**src/rtl/io_bus_controller_pkg.sv**
```systemverilog
// Shared constants for the memory-mapped IO block.
// Holds the register address map, the KEY status field offsets and the
// register-select enum that the top-level decoder produces.
package io_bus_controller_pkg;

  localparam logic [31:0] IO_ADDR_HEX  = 32'hF000_0000;
  localparam logic [31:0] IO_ADDR_LEDR = 32'hF000_0004;
  localparam logic [31:0] IO_ADDR_LEDG = 32'hF000_0008;
  localparam logic [31:0] IO_ADDR_KEY  = 32'hF000_0010;
  localparam logic [31:0] IO_ADDR_SW   = 32'hF000_0014;

  localparam int NUM_KEYS = 4;
  localparam int NUM_SW   = 10;

  // Layout of the KEY status word returned on a load.
  localparam int KEY_LEVEL_LSB  = 0;
  localparam int KEY_STICKY_LSB = 4;

  typedef enum logic [2:0] {
    SEL_NONE,
    SEL_HEX,
    SEL_LEDR,
    SEL_LEDG,
    SEL_KEY,
    SEL_SW
  } io_sel_e;

endpackage

```
**src/rtl/io_bus_controller_seven_seg_decoder.sv**
```systemverilog
// seven_seg_decoder: hex nibble to seven-segment pattern.
// Ports:
//   digit - 4-bit value 0..F
//   seg   - segments {g,f,e,d,c,b,a}, active-low (0 = lit)
module seven_seg_decoder (
  input  logic [3:0] digit,
  output logic [6:0] seg
);

  always_comb begin
    seg = 7'b111_1111;
    case (digit)
      4'h0: seg = 7'b100_0000;
      4'h1: seg = 7'b111_1001;
      4'h2: seg = 7'b010_0100;
      4'h3: seg = 7'b011_0000;
      4'h4: seg = 7'b001_1001;
      4'h5: seg = 7'b001_0010;
      4'h6: seg = 7'b000_0010;
      4'h7: seg = 7'b111_1000;
      4'h8: seg = 7'b000_0000;
      4'h9: seg = 7'b001_0000;
      4'hA: seg = 7'b000_1000;
      4'hB: seg = 7'b000_0011;
      4'hC: seg = 7'b100_0110;
      4'hD: seg = 7'b010_0001;
      4'hE: seg = 7'b000_0110;
      4'hF: seg = 7'b000_1110;
      default: seg = 7'b111_1111;
    endcase
  end

endmodule

```
**src/rtl/io_bus_controller.sv**
```systemverilog
// io_bus_controller: memory-mapped IO registers for the board peripherals.
// Ports:
//   clk, reset_n      - clock (rising edge), async active-low reset
//   addr, wdata       - byte address and store data from the datapath
//   we, re            - store / load strobes
//   rdata, rd_valid   - registered load data and its one-cycle qualifier
//   io_hit            - combinational: addr is one of the five IO registers
//   KEY, SW           - raw buttons (0 = pressed) and slide switches
//   LEDR, LEDG        - red / green LED registers
//   HEX0..HEX3        - seven-segment digits of the 16-bit HEX register
//
// Load handshake: a load is accepted in any cycle where re=1, we=0 and
// io_hit=1; there is no back-pressure. Exactly one cycle later rd_valid
// pulses for one cycle with rdata valid. rdata holds its value otherwise.
// A simultaneous store wins and the load is dropped.
module io_bus_controller
  import io_bus_controller_pkg::*;
#(
  parameter int                DBITS           = 32,
  parameter logic [DBITS-1:0]  ADDR_HEX        = IO_ADDR_HEX,
  parameter logic [DBITS-1:0]  ADDR_LEDR       = IO_ADDR_LEDR,
  parameter logic [DBITS-1:0]  ADDR_LEDG       = IO_ADDR_LEDG,
  parameter logic [DBITS-1:0]  ADDR_KEY        = IO_ADDR_KEY,
  parameter logic [DBITS-1:0]  ADDR_SW         = IO_ADDR_SW,
  parameter int                DEBOUNCE_CYCLES = 16
) (
  input  logic             clk,
  input  logic             reset_n,
  input  logic [DBITS-1:0] addr,
  input  logic [DBITS-1:0] wdata,
  input  logic             we,
  input  logic             re,
  output logic [DBITS-1:0] rdata,
  output logic             rd_valid,
  output logic             io_hit,
  input  logic [3:0]       KEY,
  input  logic [9:0]       SW,
  output logic [9:0]       LEDR,
  output logic [7:0]       LEDG,
  output logic [6:0]       HEX0,
  output logic [6:0]       HEX1,
  output logic [6:0]       HEX2,
  output logic [6:0]       HEX3
);

  localparam int CNT_W = (DEBOUNCE_CYCLES > 1) ? $clog2(DEBOUNCE_CYCLES) : 1;
  localparam logic [CNT_W-1:0] CNT_MAX = CNT_W'(DEBOUNCE_CYCLES - 1);

  io_sel_e             sel;
  logic                store_fire;
  logic                load_fire;
  logic [15:0]         hex;
  logic [NUM_KEYS-1:0] key_s1, key_s2;
  logic [NUM_SW-1:0]   sw_s1, sw_s2;
  logic [NUM_KEYS-1:0] key_pressed;
  logic [NUM_KEYS-1:0] level;
  logic [NUM_KEYS-1:0] sticky;
  logic [NUM_KEYS-1:0] accept_rise;
  logic [NUM_KEYS-1:0] sticky_next;
  logic [CNT_W-1:0]    db_cnt [NUM_KEYS];
  logic [DBITS-1:0]    load_data;
  logic                unused_wdata;

  // Only the low 16 store bits reach any register.
  assign unused_wdata = ^wdata[DBITS-1:16];

  always_comb begin
    sel = SEL_NONE;
    if      (addr == ADDR_HEX)  sel = SEL_HEX;
    else if (addr == ADDR_LEDR) sel = SEL_LEDR;
    else if (addr == ADDR_LEDG) sel = SEL_LEDG;
    else if (addr == ADDR_KEY)  sel = SEL_KEY;
    else if (addr == ADDR_SW)   sel = SEL_SW;
  end

  assign io_hit     = (sel != SEL_NONE);
  assign store_fire = we & io_hit;
  assign load_fire  = re & ~we & io_hit;

  // Buttons are active-low on the board; internally 1 = pressed.
  assign key_pressed = ~key_s2;

  always_comb begin
    for (int i = 0; i < NUM_KEYS; i++) begin
      accept_rise[i] = key_pressed[i] & ~level[i] & (db_cnt[i] == CNT_MAX);
    end
    // Clear-on-read first, then set: a press accepted in the same cycle as
    // a KEY load survives the clear, while the load still sees the old bit.
    sticky_next = sticky;
    if (load_fire && sel == SEL_KEY) sticky_next = '0;
    sticky_next = sticky_next | accept_rise;
  end

  always_comb begin
    load_data = '0;
    case (sel)
      SEL_HEX:  load_data[15:0] = hex;
      SEL_LEDR: load_data[9:0]  = LEDR;
      SEL_LEDG: load_data[7:0]  = LEDG;
      SEL_KEY: begin
        load_data[KEY_LEVEL_LSB  +: NUM_KEYS] = level;
        load_data[KEY_STICKY_LSB +: NUM_KEYS] = sticky;
      end
      SEL_SW:   load_data[NUM_SW-1:0] = sw_s2;
      default:  load_data = '0;
    endcase
  end

  always_ff @(posedge clk or negedge reset_n) begin
    if (!reset_n) begin
      key_s1 <= '0;
      key_s2 <= '0;
      sw_s1  <= '0;
      sw_s2  <= '0;
    end else begin
      key_s1 <= KEY;
      key_s2 <= key_s1;
      sw_s1  <= SW;
      sw_s2  <= sw_s1;
    end
  end

  // Debounce: count cycles the synchronized level differs from the accepted
  // one; any return to the accepted level restarts the count.
  always_ff @(posedge clk or negedge reset_n) begin
    if (!reset_n) begin
      level  <= '0;
      sticky <= '0;
      for (int i = 0; i < NUM_KEYS; i++) db_cnt[i] <= '0;
    end else begin
      sticky <= sticky_next;
      for (int i = 0; i < NUM_KEYS; i++) begin
        if (key_pressed[i] != level[i]) begin
          if (db_cnt[i] == CNT_MAX) begin
            level[i]  <= key_pressed[i];
            db_cnt[i] <= '0;
          end else begin
            db_cnt[i] <= db_cnt[i] + CNT_W'(1);
          end
        end else begin
          db_cnt[i] <= '0;
        end
      end
    end
  end

  always_ff @(posedge clk or negedge reset_n) begin
    if (!reset_n) begin
      hex  <= '0;
      LEDR <= '0;
      LEDG <= '0;
    end else if (store_fire) begin
      case (sel)
        SEL_HEX:  hex  <= wdata[15:0];
        SEL_LEDR: LEDR <= wdata[9:0];
        SEL_LEDG: LEDG <= wdata[7:0];
        default: ;
      endcase
    end
  end

  always_ff @(posedge clk or negedge reset_n) begin
    if (!reset_n) begin
      rdata    <= '0;
      rd_valid <= 1'b0;
    end else begin
      rd_valid <= load_fire;
      if (load_fire) rdata <= load_data;
    end
  end

  seven_seg_decoder u_hex0 (.digit(hex[3:0]),   .seg(HEX0));
  seven_seg_decoder u_hex1 (.digit(hex[7:4]),   .seg(HEX1));
  seven_seg_decoder u_hex2 (.digit(hex[11:8]),  .seg(HEX2));
  seven_seg_decoder u_hex3 (.digit(hex[15:12]), .seg(HEX3));

endmodule

```
**config.mk**
```make
export PLATFORM = sky130hd
export DESIGN_NAME = io_bus_controller
export DESIGN_NICKNAME = d
export VERILOG_FILES = /design/src/rtl/io_bus_controller_pkg.sv /design/src/rtl/io_bus_controller_seven_seg_decoder.sv /design/src/rtl/io_bus_controller.sv
export SDC_FILE = /design/constraint.sdc
export NUM_CORES = 1
export LEC_CHECK = 0
export ABC_AREA = 1
export ABC_CLOCK_PERIOD_IN_PS = 2900
export BUFFER_PORTS_ARGS = -buffer_cell sky130_fd_sc_hd__buf_2
export CAP_MARGIN = 25
export CELL_PAD_IN_SITES_DETAIL_PLACEMENT = 2
export CELL_PAD_IN_SITES_GLOBAL_PLACEMENT = 2
export CORE_MARGIN = 1.5
export CORE_UTILIZATION = 29
export CTS_CLUSTER_DIAMETER = 80
export DETAILED_ROUTE_END_ITERATION = 8
export PLACE_DENSITY_LB_ADDON = 0.1
export SLEW_MARGIN = 20
export SYNTH_ARGS = -nofsm -noshare
export SYNTH_HDL_FRONTEND = slang
export SYNTH_HIERARCHICAL = 1
export SYNTH_SLANG_ARGS = --single-unit
```
**constraint.sdc**
```tcl
create_clock -name clk -period 2.9 [get_ports clk]
set_input_delay 0.87 -clock clk [delete_from_list [all_inputs] [get_ports clk]]
set_output_delay 0.87 -clock clk [all_outputs]
set_load 0.005 [all_outputs]
```
==> summary.txt <==
GRT
  • Global-route wire length before repair: 27880 um
  • Number of global-route vias before repair: 5508
  • Pin count of the biggest net entering global routing: 38
  • GRT Total Usage: 17.74%
  • Busiest grt layer: met2
  • Initial antenna violation count: 3
  • Grt ovf: 0
  • Met3 Track Usage GR: around 4%
  • M2 GR Usage: about a third
  • GR Util met1: 21.61%

Final layout
  • Final core occ: 35.73%
  • Nets: 952
  • Layout cells sized above 1: between 20% and 30%
  • P&R area growth vs syn: 20.24%

CTS
  • Worst-skew pair later-pin latency: about 350 ps
  • TritonCTS Buffers: 9
  • Setup Buffers After CTS: 0
  • Clk buf depth: 2
  • Clock sink count: approximately 100
  • CTS tree: yes
  • CTS clk-pin slew, worst paths: roughly 60 ps
  • CTS Hold Bufs: 0
  • H-tree depth: 3
  • Clk root buf: clkbuf_16

Floorplanning
  • Num rows: 50
  • Die ar.: 0.02007 mm2
  • Initial Util: roughly 30%
  • I/O pins: roughly 160
  • Die Span Y: roughly 140 um
  • CORE AREA: around 0.019 mm2
  • Die extent in x: 141.7 um

Setup path
  • Reg2reg setup slack: approximately 1700 ps
  • R2r endpoint: db_cnt[6]$_DFF_PN0_
  • Worst r2r src: level[2]$_DFFE_PN0P_
  • Crit-path max FO: 5
  • Req. time, crit path: ~2000 ps
  • Crit path DAT: between 1500 and 2000 ps
  • Reg2reg path depth: 5
  • Crit. End Element: primary output
  • CP Class: input port to primary output
  • Startpoint types: input port

Outcome
  • Status: finished clean

Place
  • Final RePlAce weighted congestion: roughly 0.76
  • DP HPWL: around 13000 um
  • Number of port buffers: between 100 and 150

Synth
  • Async SR Flop Fraction: 100.0%
  • Number of synthesized flops with an enable pin: 0
  • Largest area contributor in the synthesized netlist: dfrtp_1
  • Synth Flop Type: dfrtp_1
  • Synth cell types: 27
  • Synthesized flop and latch total: about 100
  • Post-synth top area share: between 40 and 50%
  • Register area share after synthesis: a little under half
  • Post-Synthesis Cells: between 700 and 800
  • Post-Syn Area: about 0.0056 mm2
  • Yosys warns: 6
  • Synth area leaders: dfrtp_1, nand2_1, ha_1
  • Syn Area/Cell: about 7.9 um2

STA
  • Final period util: a little over nine tenths
  • Final hold violation count: 0
  • Final setup vio count: 0
  • Max_slew headroom: 61.49%
  • Worst slew pin tran: 576.2 ps
  • Post-route clock skew: 5.112 ps
  • Post-layout minimum cycle time: around 2800 ps
  • Peak Freq: about 350 MHz
  • Slew Limit Fails: 0
  • Hold_ws: ~350 ps
  • Fin Setup TNS: 0 ps

Hold path
  • Hold Crit Class: register to register
  • Worst Min Path Start: key_s1[0]$_DFF_PN0_
  • Worst Hold Path Cells: 0
  • Hold EP: key_s2[0]$_DFF_PN0_

Route
  • Avg WL per Cell: between 15 and 20 um
  • Via Count: between 4000 and 5000
  • Number of DRC markers in iteration 0: around 100
  • Antenna Violating Nets Remaining: 0
  • Drt first pass iters: 4
  • Final wirelength: between 15000 and 20000 um
  • Post-route DRC: 0
  • Vias per cell: between 4 and 5

Job
  • MaxCap Viol Count: 0

Pwr
  • Pwr dens: between 400 and 500 mW/mm2
  • LEAKAGE: between 3 and 4 nW
  • Maximum vdd drop: roughly 0.00032 V
==> cell usage in the layout, fill, tap and decap left out, types with 16 or more instances in the layout <==
| cell | Yosys | final |
|---|---|---|
| buf_2 | 12 | 128 |
| nand2_1 | 274 | 274 |
| dfrtp_1 | 103 | 103 |
| conb_1 | 1 | 16 |
| ha_1 | 36 | 36 |
| nand3_1 | 73 | 73 |
| inv_1 | 60 | 60 |
| nor2_1 | 43 | 42 |
| o21ai_0 | 19 | 19 |
==> state kept, by name (all words and copies together) (netlist names) <==
name	count
LEDR	10
db_cnt	16
sw_s1	10
sw_s2	10
rdata	16
key_s1	4
level	4
rd_valid	1
hex	16
LEDG	8
sticky	4
key_s2	4
==> critical path, stage by stage <==
cell and delay [ps]:
buf_2 100, nor2_1 110, nand2_1 70, nor2_2 200, nand2_4 130, nor2_2 140, nand2_1 70, nand3_1 130
buf_2 130
==> final cells by class <==
cell class / count / area (um2)
Clock buffer: 13 / 260.3
Inverter: 66 / 249.0
Sequential cell: 103 / 2577
Clock inverter: 3 / 17.52
Multi-Input combinational cell: 515 / 2552
Tap cell: 234 / 292.8
Timing Repair Buffer: 139 / 748.2
Antenna cell: 3 / 7.507
Fill cell: 2244 / 12060
==> where the power goes <==
group / switching [mW] / total (mW) / internal [mW]
Sequential: 0.0168 / 1.49 / 1.47
Clock: 0.535 / 1.16 / 0.627
Combinational: 0.0946 / 0.150 / 0.0550
Total: 0.647 / 2.80 / 2.15
==> per-layer routing <==
| metal | wire length, um | share of wire [%] |
|---|---|---|
| met2 | 8555 | 51 |
| met1 | 7536 | 45 |
| met3 | 664 | 3.9 |
| met5 | 0 | 0 |
| met4 | 157 | 0.93 |
==> repair_timing <==
action	4_1_cts	5_1_grt
endpoints found under the hold margin	0	0
resized for setup	0	3
endpoints found under the setup margin	0	1
==> worst max path at each step <==
stage / startpoint / endpoint / slack (ps) / cells past startpoint
after floorplan: addr[23] / io_hit / 260 / 8
after global placement: addr[27] / io_hit / 130 / 9
after detailed placement: addr[25] / io_hit / 40 / 9
after CTS: addr[25] / io_hit / 30 / 9
after global routing: addr[23] / io_hit / -10 / 9
final: addr[25] / io_hit / 80 / 9
==> synth_stat cells (5+ instances only) <==
library cell	count
dfrtp_1	103
ha_1	36
a21oi_1	9
nor2_2	7
nand3_1	73
nand4_1	9
inv_2	5
buf_6	5
buf_2	12
inv_1	60
o21ai_0	19
buf_4	19
nand2_1	274
nor2_1	43
==> metrics by stage <==
stage                     area, um2  setup slack [ps]  cells  total power [mW]
after floorplan                5633             262.6    722             1.572
after global placement         6407             133.3   1057             1.655
after detailed placement       6407             35.08   1057             1.667
after CTS                      6685             31.54   1073             2.849
after global routing           6700            -10.04   1074             2.916
final                          6705             75.11   1076             2.798
==> cells by family (layout without fill, tap and decap cells) <==
| kind of cell | Yosys count | count (layout) | synth area share (%) |
|---|---|---|---|
| AOI/OAI and AO/OA | 44 | 44 | 4.577 |
| xor gates and xnor gates | 4 | 4 | 0.6282 |
| adders and majority gates | 36 | 36 | 8.077 |
| buffers and inverters | 104 | 221 | 9.244 |
| DFF | 103 | 103 | 46.22 |
| other | 1 | 19 | 0.06725 |
| and+or+nand+nor | 415 | 415 | 31.19 |
Note: power is estimated with default switching activity, not from simulation.
